$ cat src/rtl/ascon_aead128_pkg.sv
// rtl/ascon_aead128_pkg.sv - shared state encoding and round-count defaults for the Ascon-AEAD128 sequencer
package ascon_aead128_pkg;

  localparam int ROUND_W          = 4;
  localparam int ROUNDS_A_DEFAULT = 12;
  localparam int ROUNDS_B_DEFAULT = 8;
  localparam int CNT_W_DEFAULT    = 16;

  typedef enum logic [3:0] {
    S_IDLE,
    S_INIT_LOAD,
    S_INIT_PERM,
    S_INIT_KEY,
    S_AD_WAIT,
    S_AD_PERM,
    S_DSEP,
    S_MSG_WAIT,
    S_MSG_PERM,
    S_FIN_KEY,
    S_FIN_PERM,
    S_TAG
  } ctrl_state_t;

  function automatic logic is_perm_state(input ctrl_state_t s);
    return (s == S_INIT_PERM) || (s == S_AD_PERM) || (s == S_MSG_PERM) || (s == S_FIN_PERM);
  endfunction

endpackage

$ cat src/rtl/ascon_aead128_sat_cnt.sv
// rtl/ascon_aead128_sat_cnt.sv - clearable block counter that sticks at all-ones
module ascon_aead128_sat_cnt #(
  parameter int W = 16
) (
  input  logic         clk,
  input  logic         rst,
  input  logic         clr,
  input  logic         inc,
  output logic [W-1:0] cnt
);

  always_ff @(posedge clk) begin
    if (rst || clr) begin
      cnt <= '0;
    end else if (inc && (cnt != '1)) begin
      cnt <= cnt + W'(1);
    end
  end

endmodule

$ cat src/rtl/ascon_aead128_ctrl.sv
// rtl/ascon_aead128_ctrl.sv - Ascon-AEAD128 operation sequencer: orders datapath strobes and permutation launches
module ascon_aead128_ctrl
  import ascon_aead128_pkg::*;
#(
  parameter int ROUNDS_A = ROUNDS_A_DEFAULT,
  parameter int ROUNDS_B = ROUNDS_B_DEFAULT,
  parameter int CNT_W    = CNT_W_DEFAULT
) (
  input  logic               clk,
  input  logic               rst,
  input  logic               start,
  input  logic               decrypt,
  input  logic               no_ad,
  input  logic               ad_valid,
  input  logic               ad_last,
  output logic               ad_ready,
  input  logic               msg_valid,
  input  logic               msg_last,
  output logic               msg_ready,
  output logic               dec_mode,
  output logic               dp_load_init,
  output logic               dp_key_xor_tail,
  output logic               dp_absorb_ad,
  output logic               dp_dsep,
  output logic               dp_absorb_msg,
  output logic               dp_key_xor_final,
  output logic               dp_tag_out,
  output logic               perm_start,
  output logic [ROUND_W-1:0] perm_rounds,
  input  logic               perm_done,
  output logic               busy,
  output logic               done,
  output logic [CNT_W-1:0]   ad_blk_cnt,
  output logic [CNT_W-1:0]   msg_blk_cnt
);

  ctrl_state_t state, nxt;
  logic        no_ad_q;
  logic        ad_last_q;
  logic        start_acc;
  logic        ad_hs;
  logic        msg_hs;
  logic        perm_entry;

  function automatic logic [ROUND_W-1:0] rounds_for(input ctrl_state_t s);
    return ((s == S_INIT_PERM) || (s == S_FIN_PERM)) ? ROUND_W'(ROUNDS_A) : ROUND_W'(ROUNDS_B);
  endfunction

  // ready is registered and only high in the wait states, so these are the handshakes
  assign start_acc     = (state == S_IDLE) && start;
  assign ad_hs         = ad_ready && ad_valid;
  assign msg_hs        = msg_ready && msg_valid;
  assign dp_absorb_ad  = ad_hs;
  assign dp_absorb_msg = msg_hs;
  assign perm_entry    = is_perm_state(nxt) && (nxt != state);

  always_comb begin
    nxt = state;
    unique case (state)
      S_IDLE:      if (start_acc) nxt = S_INIT_LOAD;
      S_INIT_LOAD: nxt = S_INIT_PERM;
      S_INIT_PERM: if (perm_done) nxt = S_INIT_KEY;
      S_INIT_KEY:  nxt = no_ad_q ? S_DSEP : S_AD_WAIT;
      S_AD_WAIT:   if (ad_hs) nxt = S_AD_PERM;
      S_AD_PERM:   if (perm_done) nxt = ad_last_q ? S_DSEP : S_AD_WAIT;
      S_DSEP:      nxt = S_MSG_WAIT;
      // the final message block goes straight to finalization without p^b
      S_MSG_WAIT:  if (msg_hs) nxt = msg_last ? S_FIN_KEY : S_MSG_PERM;
      S_MSG_PERM:  if (perm_done) nxt = S_MSG_WAIT;
      S_FIN_KEY:   nxt = S_FIN_PERM;
      S_FIN_PERM:  if (perm_done) nxt = S_TAG;
      S_TAG:       nxt = S_IDLE;
      default:     nxt = S_IDLE;
    endcase
  end

  // outputs are registered from the next state so they line up with the state they describe
  always_ff @(posedge clk) begin
    if (rst) begin
      state            <= S_IDLE;
      no_ad_q          <= 1'b0;
      ad_last_q        <= 1'b0;
      dec_mode         <= 1'b0;
      ad_ready         <= 1'b0;
      msg_ready        <= 1'b0;
      dp_load_init     <= 1'b0;
      dp_key_xor_tail  <= 1'b0;
      dp_dsep          <= 1'b0;
      dp_key_xor_final <= 1'b0;
      dp_tag_out       <= 1'b0;
      done             <= 1'b0;
      perm_start       <= 1'b0;
      perm_rounds      <= '0;
      busy             <= 1'b0;
    end else begin
      state            <= nxt;
      ad_ready         <= (nxt == S_AD_WAIT);
      msg_ready        <= (nxt == S_MSG_WAIT);
      dp_load_init     <= (nxt == S_INIT_LOAD);
      dp_key_xor_tail  <= (nxt == S_INIT_KEY);
      dp_dsep          <= (nxt == S_DSEP);
      dp_key_xor_final <= (nxt == S_FIN_KEY);
      dp_tag_out       <= (nxt == S_TAG);
      done             <= (nxt == S_TAG);
      busy             <= (nxt != S_IDLE);
      perm_start       <= perm_entry;
      perm_rounds      <= perm_entry ? rounds_for(nxt) : '0;
      if (start_acc) begin
        dec_mode <= decrypt;
        no_ad_q  <= no_ad;
      end
      if (ad_hs) begin
        ad_last_q <= ad_last;
      end
    end
  end

  ascon_aead128_sat_cnt #(.W(CNT_W)) u_ad_cnt (
    .clk (clk),
    .rst (rst),
    .clr (start_acc),
    .inc (ad_hs),
    .cnt (ad_blk_cnt)
  );

  ascon_aead128_sat_cnt #(.W(CNT_W)) u_msg_cnt (
    .clk (clk),
    .rst (rst),
    .clr (start_acc),
    .inc (msg_hs),
    .cnt (msg_blk_cnt)
  );

endmodule

$ cat config.mk
export PLATFORM = sky130hd
export DESIGN_NAME = ascon_aead128_ctrl
export DESIGN_NICKNAME = d
export VERILOG_FILES = /design/src/rtl/ascon_aead128_pkg.sv /design/src/rtl/ascon_aead128_sat_cnt.sv /design/src/rtl/ascon_aead128_ctrl.sv
export SDC_FILE = /design/constraint.sdc
export NUM_CORES = 1
export LEC_CHECK = 0
export BUFFER_PORTS_ARGS = -buffer_cell sky130_fd_sc_hd__buf_2
export CAP_MARGIN = 25
export CORE_ASPECT_RATIO = 2
export CORE_MARGIN = 2
export CORE_UTILIZATION = 40
export DETAILED_ROUTE_END_ITERATION = 10
export PLACE_DENSITY_LB_ADDON = 0.1
export REMOVE_ABC_BUFFERS = 1
export SYNTH_ARGS = -nofsm -noshare
export SYNTH_HDL_FRONTEND = slang
export SYNTH_HIERARCHICAL = 1
export SYNTH_SLANG_ARGS = --single-unit
$ cat constraint.sdc
create_clock -name clk -period 3.3 [get_ports clk]
set_clock_uncertainty 0.05 [all_clocks]
set_input_delay 0.33 -clock clk [delete_from_list [all_inputs] [get_ports clk]]
set_output_delay 0.33 -clock clk [all_outputs]
set_load 0.05 [all_outputs]
After elaboration in Yosys (flattened, before gate mapping)
Index checks and enable logic that the tools add are counted.
{"block": "op_classes", "n_addsub": 2, "n_eq_ne": 24, "mux": 12, "bitwise": 1, "reduce_logical": 14}
{"cell": "$pmux W4 S11", "n": 1}
{"cell": "$add A16 B1 Y16 const B", "n": 2}
{"cell": "$eq A4 B3 Y1 const B", "n": 8}
{"cell": "$ne A16 B16 Y1 const B", "n": 2}
{"cell": "$eq A4 B4 Y1 const B", "n": 7}
{"cell": "$mux W4", "n": 7}
{"cell": "$eq A4 B2 Y1 const B", "n": 4}
{"cell": "$eq A4 B1 Y1 const B", "n": 2}
{"cell": "$logic_and A1 B1 Y1", "n": 6}
{"cell": "$logic_or A1 B1 Y1", "n": 5}
{"cell": "$logic_not A4 Y1", "n": 1}
{"cell": "$mux W2", "n": 2}
{"cell": "$ne A4 B4 Y1", "n": 1}
{"cell": "$reduce_bool A4 Y1", "n": 1}
{"cell": "$mux W3", "n": 1}
{"cell": "$reduce_or A2 Y1", "n": 1}
{"cell": "$mux W1", "n": 1}
{"cell": "$not A1 Y1", "n": 1}
{"block": "totals", "regBits": 52, "input_bits": 10, "elab_cells": 69}

Depth between registers and ports, before layout
{"block": "logic_depth", "word_depth": 11, "ltp_mapped": 7, "mapped_depth_nobuf": 6}

Hierarchy
Netlist, hierarchy kept.
{"mod": "ascon_aead128_sat_cnt", "instances": 2, "cells_per_inst": 95, "area_each_um2": 847.1}
{"mod": "ascon_aead128_ctrl", "instances": 1, "cells_per_inst": 96, "area_each_um2": 924.6}

Worst setup path before layout
Ideal clock, no wire load.
{"block": "synth_path", "kind": "flip-flop to flip-flop", "start": "register ad_ready", "end": "register dp_key_xor_final", "setup_time_ps": 73, "arrival_time_ps": 2363, "t_required_ps": 3177, "slack_ps": 815, "stages_incl_launch_ff": 6, "synth_period_minus_slack_ps": 2485, "cell_sequence": "dfxtp_1 > and2_1 > nor3_1 > o32a_4 > or3_4 > nor3b_2"}
{"block": "synth_between", "elab_chain_cells": 4}
{"element": "start, declared", "line_no": "ascon_aead128_ctrl.sv:16", "source": "output logic ad_ready,"}
{"element": "start signal, assigned", "line_no": "ascon_aead128_ctrl.sv:97", "source": "ad_ready <= (nxt == S_AD_WAIT);"}
{"element": "$logic_and A1 B1 Y1", "line_no": "ascon_aead128_ctrl.sv:51", "source": "assign ad_hs = ad_ready && ad_valid;"}
{"element": "net dp_absorb_ad", "line_no": "ascon_aead128_ctrl.sv:23", "source": "output logic dp_absorb_ad,"}
{"element": "$mux W4", "line_no": "ascon_aead128_ctrl.sv:64", "source": "S_AD_WAIT: if (ad_hs) nxt = S_AD_PERM;"}
{"element": "$pmux W4 S11", "line_no": "ascon_aead128_ctrl.sv:59", "source": "unique case (state)"}
{"element": "$eq A4 B4 Y1", "line_no": "ascon_aead128_ctrl.sv:102", "source": "dp_key_xor_final <= (nxt == S_FIN_KEY);"}
{"element": "end signal, assigned", "line_no": "ascon_aead128_ctrl.sv:102"}
{"element": "end, declared", "line_no": "ascon_aead128_ctrl.sv:26", "source": "output logic dp_key_xor_final,"}
The timed path passes the listed nets, and every way through them passes these cells.
A chain may end at the register's enable or synchronous reset.

Worst setup path in the final report
{"block": "layout_path", "start": "register state[1]", "end": "register done"}
{"block": "layout_between", "elab_chain_cells": 5, "word_cells_on_any_way": 21}
{"element": "start, declared", "line_no": "ascon_aead128_ctrl.sv:37", "source": "ctrl_state_t state, nxt;"}
{"element": "start signal, assigned", "line_no": "ascon_aead128_ctrl.sv:96", "source": "state <= nxt;"}
{"element": "$logic_not A4 Y1", "line_no": "ascon_aead128_ctrl.sv:50, ascon_aead128_ctrl.sv:59"}
{"element": "$logic_and A1 B1 Y1", "line_no": "ascon_aead128_ctrl.sv:50", "source": "assign start_acc = (state == S_IDLE) && start;"}
{"element": "$mux W4", "line_no": "ascon_aead128_ctrl.sv:60", "source": "S_IDLE: if (start_acc) nxt = S_INIT_LOAD;"}
{"element": "$pmux W4 S11 *", "line_no": "ascon_aead128_ctrl.sv:59"}
{"element": "$eq A4 B4 Y1 *", "line_no": "ascon_aead128_ctrl.sv:104", "source": "done <= (nxt == S_TAG);"}
{"element": "end signal, assigned", "line_no": "ascon_aead128_ctrl.sv:104"}
{"element": "end, declared", "line_no": "ascon_aead128_ctrl.sv:32", "source": "output logic done,"}
Every way passes the cells marked *; elsewhere a longest branch is shown, timed or not.

==> impl_metrics.ini <==
[synthesis]
yosysTopAreaCellShare_pct = 38.2
synthXorXnorAreaFrac_pct = 2.01
yosysMostFrequentCell = dfxtp_1
synth_edf_count = 0
muxShareOfSynthArea_pct = 1.53
ys_async_sr_fraction_pct = 0
synth_cells = 286
seq_area_frac_synth_pct = 38.2
synth_top_family_by_area = simple AND/OR/NAND/NOR gates
synthFlopType = dfxtp_1
yosys.area_share.simple_pct = 30.9
ys_warn_count = 6
netlist-cell-type-count = 64
yosys.area.top_type = dfxtp_1
ys_top_cells_by_area = dfxtp_1, a21oi_1, nor2_1, a41o_1, and4_1
synth_compound_area_share_pct = 22.3
ys_top_cells_by_count = dfxtp_1, nor2_1, a21oi_1
syn-cell-area_sq_mm = 0.00262
avgSynthCellArea_sq_um = 9.16
synth-adder-area-share_pct = 0.956
ys_ff_latch = 50

[floorplanning]
core_area_sq_mm = 0.00631
fp.dieH_um = 118
fp-row-count = 41
dieArea_sq_mm = 0.00725
die_w_um = 61.2
io_pins = 59
start_util_pct = 41.5

[clocking]
cts_tree = done
htreeDepth = 2
cts_hold_buffers = 0
clkTransAtPathRegs_ns = 0.07
cts_setup_buffers = 0
post_cts_resized = 0
clk_latency_ns = 0.30
cts_root_buf = clkbuf_16
numCtsBuffers = 5
clockBufferDepth = 2
cts_sinks = 50

[placement]
gp_congestion = 0.896
port_buffers = 56
dpl.cell_count = 415
dp_hpwl_mm = 4.92

[detailed_routing]
viasPerCell = 5.72
first_pass_iters = 5
vias = 2419
wl_mm = 6.40
remaining_drc_errors = 0
wl_per_cell_um = 15.1
drtIter0Drc = 58
postRouteAntennaNets = 0

[global_route]
grt_pass1_vias = 2309
grt_antenna_before_repair = 0
grt_max_degree = 19
overflow = 0
grt_pass1_wl_mm = 10.5
grt_util_all_layers_pct = 18.9

[power]
p_int_uw = 992
pwr-share-clk_pct = 36.6
p_seq_share_pct = 45.3
vdd_drop_max_uv = 351
swShare_pct = 30.8
combPwrFrac_pct = 18.0
p_leak_nw = 1.29
p_per_area_mw_per_mm2 = 467
p_sw_uw = 442

[sta]
drv_slew = 0
worstMarginPinSlew_ns = 0.712
grt_setup_unrepaired = false
period_share_pct = 61.7
relSlewSlack_pct = 52.5
hold_violations = 0
finalSetupViolations = 0
fin_tns_setup_ns = 0
timing.fmax_mhz = 491
min_period_ns = 2.03

[worst_setup_path]
slowest_delay_ns = 0.62
path_delay_family = simple AND/OR/NAND/NOR gates
crit_chain = nand2b_2 > a21boi_2 > o32a_4 > or3_4 > nor3_1
cpMaxStageDelayCell = dfxtp_1
cp-end-kind = register
worstReg2RegStart = state[1]$_SDFF_PP0_
crit_start = state[1]$_SDFF_PP0_
cp-start-kind = register
path_buf_inv = 0
path_max_fanout = 12
required_ns = 3.47
crit_arrival_ns = 2.20
critical_path_class = reg2reg

[min_path]
min-delay-start = decrypt
hold_class = in2reg

[run_status]
status = finished clean

[final_layout]
fin_cells = 423
syn_to_final_growth_pct = 17.3
nets = 348
drive_gt1_share_pct = 27.0
antenna_cells = 0
utilization_pct = 48.7

[job]
maxCapViolations = 0
## worst register-to-register path, delay by kind of cell (launching register included)
kind	cells	cell delay [ns]
DFF	1	0.62
AOI/OAI and AO/OA	2	0.49
and+or+nand+nor	3	0.80
## metrics by stage
| stage | power, mW | setup WS [ns] | area [sq um] | hold WS (ns) |
|---|---|---|---|---|
| after CTS | 1.46 | 1.26 | 3070 | 0.219 |
| after detailed placement | 0.924 | 1.26 | 2920 | 0.448 |
| final | 1.43 | 1.27 | 3070 | 0.225 |
| after global routing | 1.50 | 1.08 | 3070 | 0.223 |
| after floorplan | 0.856 | 0.814 | 2540 | 0.349 |
| after global placement | 0.923 | 1.30 | 2920 | 0.440 |
## power groups by stage
stage	Combinational (mW)	Sequential, mW	Clock, mW
detailed placement	0.260	0.664	0
floorplan	0.149	0.707	0
global placement	0.259	0.664	0
finish	0.259	0.651	0.525
global route	0.281	0.655	0.566
CTS	0.261	0.651	0.546
## flip-flops by register name, summed over array words and instances, names as in the netlist, 2 cells and up
name	count
perm_rounds	2
state	4
u_ad_cnt/cnt	16
u_msg_cnt/cnt	16
## final cells by class
class	instances	area [sq um]
clock buffer	5	125
tap	86	108
fill	635	3240
multi-input combinational	218	1520
sequential	50	1000
clock inverter	3	23.8
timing repair buffer	56	280
inverter	5	18.8
## cell families (layout without fill, tap and decap cells)
| kind of cell | count (synthesis) | after routing |
|---|---|---|
| AO/OA/AOI/OAI | 78 | 78 |
| AND/OR/NAND/NOR | 126 | 126 |
| adder cells (fa/ha/maj) | 2 | 2 |
| buffers and inverters | 19 | 69 |
| flip-flops | 50 | 50 |
| other | 1 | 2 |
| XOR/XNOR | 6 | 6 |
| multiplexers | 4 | 4 |
## cells in the final DEF (no fill, tap or decap), drive strengths merged, types with 3 or more instances in the layout
master   n
nor3     5
nor2b    3
and4     8
nand4   14
a31oi    8
dfxtp   50
o22ai    5
or4      8
clkbuf   5
nand3   11
a21boi   3
nand2b   3
o21ai   12
nor4     3
buf     56
mux2i    4
o41ai    4
nor2    25
and2     6
inv      6
nand2   17
a21oi   19
or3     11
o31ai    6
xor2     4
or2      4
a41o     8
## worst paths after layout
| path | endpoint | slack (ns) | cells past startpoint |
|---|---|---|---|
| setup / recovery | done$_SDFF_PP0_ | 1.27 | 5 |
| hold reg to reg | dec_mode$_SDFFE_PP0P_ | 0.46 | 2 |
| setup reg to reg | done$_SDFF_PP0_ | 1.27 | 5 |
| hold / removal | dec_mode$_SDFFE_PP0P_ | 0.22 | 3 |
## metal layers
| layer | up-vias | GRT usage (%) | part of all wire [%] |
|---|---|---|---|
| met5 | - | 0 | 0 |
| met1 | 1155 | 18.5 | 36 |
| li1 | 1197 | - | - |
| met4 | 0 | 9.65 | 3.7 |
| met2 | 50 | 33.6 | 55 |
| met3 | 17 | 5.03 | 4.9 |
Power figures use the tool's default switching activity.
